File: src/rtl/key_evt_pkg.sv
// Shared constants and types for the key event arbiter: default key count,
// the vending-machine key map, event-code width and output register states.
package key_evt_pkg;

    localparam int NUM_KEYS_DEF = 6;

    // Key map of the micro-vending-machine front panel.
    localparam int KEY_COIN1   = 0;
    localparam int KEY_COIN5   = 1;
    localparam int KEY_COIN10  = 2;
    localparam int KEY_SEL     = 3;
    localparam int KEY_CONFIRM = 4;
    localparam int KEY_CANCEL  = 5;

    // Width of an event code able to name any of n keys (at least one bit).
    function automatic int idx_width(input int n);
        return (n <= 1) ? 1 : $clog2(n);
    endfunction

    localparam int IDX_W_DEF = idx_width(NUM_KEYS_DEF);

    // Output register occupancy.
    typedef enum logic {
        ST_EMPTY = 1'b0,
        ST_FULL  = 1'b1
    } out_state_t;

endpackage

File: src/rtl/key_rr_pick.sv
// Combinational round-robin picker: finds the first set pending bit at or
// above rr_ptr, wrapping modulo NUM_KEYS. rr_ptr is always < NUM_KEYS.
module key_rr_pick #(
    parameter int NUM_KEYS = 6,
    parameter int IDX_W    = 3
) (
    input  logic [NUM_KEYS-1:0] pending,
    input  logic [IDX_W-1:0]    rr_ptr,
    output logic                any,
    output logic [IDX_W-1:0]    grant
);

    int idx;

    // Scan offsets from the far end down so the smallest offset wins.
    always_comb begin
        any   = |pending;
        grant = '0;
        idx   = 0;
        for (int j = NUM_KEYS - 1; j >= 0; j--) begin
            idx = int'(rr_ptr) + j;
            if (idx >= NUM_KEYS) begin
                idx = idx - NUM_KEYS;
            end
            if (pending[idx]) begin
                grant = IDX_W'(idx);
            end
        end
    end

endmodule

File: src/rtl/key_event_arbiter.sv
// Serialises single-cycle key presses into one valid/ready event stream.
// Each key owns a sticky pending bit; pending keys are served round-robin,
// the cancel key pre-empts and flushes the others, and a press landing on a
// key that is still pending (and not being granted) is dropped and flagged
// in the sticky overrun vector.
//
// Handshake: evt_valid/evt_code form a registered source. A transfer happens
// on a rising edge where evt_valid && evt_ready. Once evt_valid is high it
// stays high and evt_code stays stable until that transfer; a new event may
// be loaded on the same edge as the transfer, so there is no bubble.
module key_event_arbiter
    import key_evt_pkg::*;
#(
    parameter int NUM_KEYS   = NUM_KEYS_DEF,
    parameter int CANCEL_IDX = KEY_CANCEL,
    parameter int IDX_W      = idx_width(NUM_KEYS)
) (
    input  logic                sys_clk,
    input  logic                sys_rst_n,
    input  logic [NUM_KEYS-1:0] key_pulse,
    output logic                evt_valid,
    output logic [IDX_W-1:0]    evt_code,
    input  logic                evt_ready,
    output logic [NUM_KEYS-1:0] overrun,
    input  logic                overrun_clr,
    output out_state_t          dbg_state
);

    localparam logic [NUM_KEYS-1:0] ONE_HOT0   = NUM_KEYS'(1);
    localparam logic [IDX_W-1:0]    CANCEL_CODE = IDX_W'(CANCEL_IDX);
    localparam logic [IDX_W-1:0]    LAST_CODE   = IDX_W'(NUM_KEYS - 1);

    out_state_t          state;
    out_state_t          state_nxt;
    logic [NUM_KEYS-1:0] pending;
    logic [NUM_KEYS-1:0] pending_nxt;
    logic [NUM_KEYS-1:0] overrun_nxt;
    logic [NUM_KEYS-1:0] grant_vec;
    logic [NUM_KEYS-1:0] flush_vec;
    logic [NUM_KEYS-1:0] overrun_set;
    logic [IDX_W-1:0]    rr_ptr;
    logic [IDX_W-1:0]    grant_idx;
    logic [IDX_W-1:0]    pick_idx;
    logic                pick_any;
    logic                loadable;
    logic                do_grant;
    logic                cancel_hit;

    key_rr_pick #(
        .NUM_KEYS (NUM_KEYS),
        .IDX_W    (IDX_W)
    ) u_pick (
        .pending (pending),
        .rr_ptr  (rr_ptr),
        .any     (pick_any),
        .grant   (pick_idx)
    );

    // Grant decision, flush mask and next pending/overrun vectors.
    always_comb begin
        loadable    = (state == ST_EMPTY) || evt_ready;
        do_grant    = loadable && pick_any;
        cancel_hit  = pending[CANCEL_IDX];
        grant_idx   = cancel_hit ? CANCEL_CODE : pick_idx;
        grant_vec   = do_grant ? (ONE_HOT0 << grant_idx) : '0;
        flush_vec   = (do_grant && cancel_hit) ? ~(ONE_HOT0 << CANCEL_CODE) : '0;
        // A fresh press always survives a same-cycle grant or flush.
        pending_nxt = key_pulse | (pending & ~(grant_vec | flush_vec));
        // Being flushed is not being granted, so a flushed key can overrun.
        overrun_set = key_pulse & pending & ~grant_vec;
        overrun_nxt = overrun_clr ? overrun_set : (overrun | overrun_set);
    end

    // Pending, overrun, round-robin pointer and event code registers.
    always_ff @(posedge sys_clk or negedge sys_rst_n) begin
        if (!sys_rst_n) begin
            pending  <= '0;
            overrun  <= '0;
            rr_ptr   <= '0;
            evt_code <= '0;
        end else begin
            pending <= pending_nxt;
            overrun <= overrun_nxt;
            if (do_grant) begin
                evt_code <= grant_idx;
                rr_ptr   <= (grant_idx == LAST_CODE) ? '0 : grant_idx + 1'b1;
            end
        end
    end

    // Output register occupancy state.
    always_ff @(posedge sys_clk or negedge sys_rst_n) begin
        if (!sys_rst_n) begin
            state <= ST_EMPTY;
        end else begin
            state <= state_nxt;
        end
    end

    // Fill on a grant; drain only when accepted with nothing to reload.
    always_comb begin
        state_nxt = state;
        case (state)
            ST_EMPTY: if (do_grant) state_nxt = ST_FULL;
            ST_FULL:  if (evt_ready && !do_grant) state_nxt = ST_EMPTY;
            default:  state_nxt = ST_EMPTY;
        endcase
    end

    // Outputs decoded from the occupancy state.
    always_comb begin
        evt_valid = (state == ST_FULL);
        dbg_state = state;
    end

endmodule

File: config.mk
export PLATFORM = sky130hd
export DESIGN_NAME = key_event_arbiter
export DESIGN_NICKNAME = d
export VERILOG_FILES = /design/src/rtl/key_evt_pkg.sv /design/src/rtl/key_rr_pick.sv /design/src/rtl/key_event_arbiter.sv
export SDC_FILE = /design/constraint.sdc
export NUM_CORES = 1
export LEC_CHECK = 0
export ABC_AREA = 1
export CAP_MARGIN = 40
export CORE_MARGIN = 2
export CORE_UTILIZATION = 55
export CTS_BUF_LIST = sky130_fd_sc_hd__clkbuf_8
export DETAILED_ROUTE_END_ITERATION = 8
export HOLD_SLACK_MARGIN = 0.06
export PLACE_DENSITY = 0.8
export RECOVER_POWER = 100
export SLEW_MARGIN = 5
export SYNTH_ARGS = -nofsm -noshare
export SYNTH_HDL_FRONTEND = slang
export SYNTH_SLANG_ARGS = --single-unit
File: constraint.sdc
create_clock -name sys_clk -period 7.46 [get_ports sys_clk]
set_input_delay 1.119 -clock sys_clk [delete_from_list [all_inputs] [get_ports sys_clk]]
set_output_delay 1.119 -clock sys_clk [all_outputs]
set_load 0.03 [all_outputs]
==> impl_metrics.ini <==
[clocking]
clk_latency_ns = 0.26
hold_buffers = 0
cts_setup_buffers = 0
cts_root_buf = clkbuf_8
tritoncts = done
clk_pin_slew_ns = 0.07
cts_buffers = 3
h-tree-depth = 1
postCtsResizedCells = 0
clk_path_buf_depth = 2
clkSinkCount = 19

[hold_path]
hp-class = reg -> reg
min-delay-start = overrun[0]
hold_path_depth = 2

[power_and_ir_drop]
p_per_area_mw_per_mm2 = 505
vdd_drop_max_mv = 0.225
leakage_uw = 0.00113
p_total_uw = 1060

[setup_path]
slowest_delay_ns = 0.70
crit_path_end_kind = flop
r2r_cells = 19
cp.arrival_ns = 3.96
crit_top_cell = nand2_1
crit_family = adder cells
crit_chain = inv_1 > ha_1 > inv_1 > ha_1 > inv_1 > nand2_1 > o21ai_0 > nand3_2 > nand2_1 > inv_1 > nand2_1 > nand2_1 > nand2_1 > nand3_2 > nand2_1 > clkinvlp_2 > nor2_1 > ha_1 > o31ai_1
cp-start-kind = flop
required_ns = 7.62
critPathBufInv = 5
cp.depth = 19
crit_slowest_cell = dfrtp_1
worstPathMaxFanout = 19
critical_path_class = reg -> reg
r2r_start = rr_ptr[0]
cp-startpoint = rr_ptr[0]

[timing]
whs_ns = 0.483
hold_violations = 0
setup_violations = 0
worst_pin_slew_ns = 0.849
finalMaxSlewViolations = 0
period_share_pct = 50.8
fmax_ghz = 0.264
rsz0062_at_grt = false
fin_skew_ns = 0.00274
slew-limit-headroom_pct = 43.2
post-route-min-period_ns = 3.79
finalSetupTns_ns = 0

[synth]
seq_area_frac_synth_pct = 25.9
synthCells = 279
synth_nets = 301
synthXorXnorAreaFrac_pct = 0.953
synthDistinctLibCells = 34
synth-adder-area-share_pct = 8.17
yosys.area_share.simple_pct = 39.6
synth-warning-count = 0
synth_top_family_by_area = simple AND/OR/NAND/NOR gates
synthMuxAreaShare_pct = 0
avgSynthCellArea_um2 = 6.59
synth_seq_cells = 19
syn-cell-area_mm2 = 0.00184
synth-compound-area-share_pct = 15.0

[global_routing]
grt_pass1_wl_mm = 6.91
grt_max_degree = 20
grt_antenna_before_repair = 0
track_usage_pct = 24.2
grt_pass1_vias = 1641
grt_overflow_total = 0

[floorplanning]
initial_core_util_pct = 58.8
io_pins = 21
design.core.area_mm2 = 0.00313
die-area_mm2 = 0.00382
dieWidth_um = 61.8
row_count = 20
die_h_um = 61.8

[final_layout]
drive_above_1_share_pct = 11.4
area_growth_pct = 13.9
final_common_cell = nand2_1
num_antenna_cells = 0
final_cell_mix = nand2_1 (98), inv_1 (36), nand3_1 (24), dfrtp_1 (19)
nets = 322

[job]
maxCapViolations = 0

[detailed_routing]
dr.first_iter.drc_count = 119
routed_wl_mm = 4.17
via_count = 1783
dr.pass1.iters = 4
route.detailed.drc = 0
via_per_inst = 5.20
ant_nets = 0
post_drt_wl_per_cell_um = 12.2

[place]
dpl.hpwl_mm = 3.32
numPortBuffers = 20
place.gp.congestion = 0.854

[run_status]
status = finished clean
==> power by group <==
group / internal [µW] / switching [µW] / total, µW
clock: 37.1 / 33.6 / 70.7
combinational: 285 / 535 / 820
sequential: 129 / 37.2 / 167
==> stage by stage <==
| stage | util, % | setup WS (ns) | cells | instance area (µm²) |
|---|---|---|---|---|
| 3_3_place_gp | 66.0 | 4.14 | 339 | 2060 |
| 5_1_grt | 66.9 | 3.26 | 343 | 2090 |
| 4_1_cts | 67.4 | 4.00 | 343 | 2110 |
| 2_1_floorplan | - | 4.60 | 279 | 1840 |
| 3_5_place_dp | 66.0 | 4.03 | 339 | 2060 |
| 6_report | 66.9 | 3.67 | 343 | 2090 |
==> flip-flops by register name (all words and copies together), names as in the netlist <==
register	cells
dbg_state	1
evt_code	3
overrun	6
pending	6
rr_ptr	3
==> logic make-up after synthesis <==
logic type	Yosys count
and+or+nand+nor	160
AOI/OAI and AO/OA	40
DFF	19
xor gates and xnor gates	2
buffers and inverters	46
adders and majority gates	12
==> synth_stat cells (all sizes together) <==
cell type / n / area [µm²]
xnor2: 1 / 8.76
a31o: 1 / 8.76
nand2: 110 / 458
buf: 3 / 26.3
nand3b: 1 / 7.51
clkbuf: 1 / 3.75
clkinv: 1 / 3.75
o31ai: 1 / 7.51
xor2: 1 / 8.76
inv: 41 / 156
o211ai: 1 / 7.51
nand4: 4 / 25.0
nand3: 29 / 170
a21o: 1 / 7.51
or2: 1 / 6.26
ha: 12 / 150
a21oi: 4 / 31.3
o21ai: 23 / 130
dfrtp: 19 / 475
nor2: 13 / 48.8
o21bai: 7 / 63.8
nor4: 1 / 6.26
a32o: 2 / 20.0
and2: 1 / 6.26
==> worst register-to-register path, cell delays in order (launching register included) <==
cell and delay (ns):
dfrtp_1 0.70, inv_1 0.26, ha_1 0.51, inv_1 0.21, ha_1 0.33, inv_1 0.06
nand2_1 0.04, o21ai_0 0.11, nand3_2 0.14, nand2_1 0.12, inv_1 0.05, nand2_1 0.05
nand2_1 0.05, nand2_1 0.06, nand3_2 0.07, nand2_1 0.15, clkinvlp_2 0.20, nor2_1 0.14
ha_1 0.23, o31ai_1 0.23
==> cell type report <==
cell class                      count  area (µm²)
Multi-Input combinational cell    214        1160
Clock inverter                      1        5.00
Clock buffer                        3        41.3
Fill cell                         295        1030
Inverter                           42         159
Timing Repair Buffer               20         200
Tap cell                           44        55.1
Sequential cell                    19         475
==> metal layers <==
metal | GRT usage, % | share of wire, % | up-vias
met5 | 0 | 0 | -
met2 | 42.9 | 49 | 42
met3 | 3.11 | 3.8 | 13
li1 | - | - | 932
met1 | 29.4 | 45 | 796
met4 | 10.6 | 2.1 | 0
==> path summary, 6_finish.rpt <==
path                              end  slack [ns]
hold reg to reg            overrun[0]        0.48
setup reg to reg            rr_ptr[2]        3.67
setup / recovery            rr_ptr[2]        3.67
min in group asynchronous  overrun[1]        1.41
hold / removal             overrun[0]        0.48
max in group asynchronous  pending[3]        5.53
No activity file was read; power rests on OpenSTA's default activity.
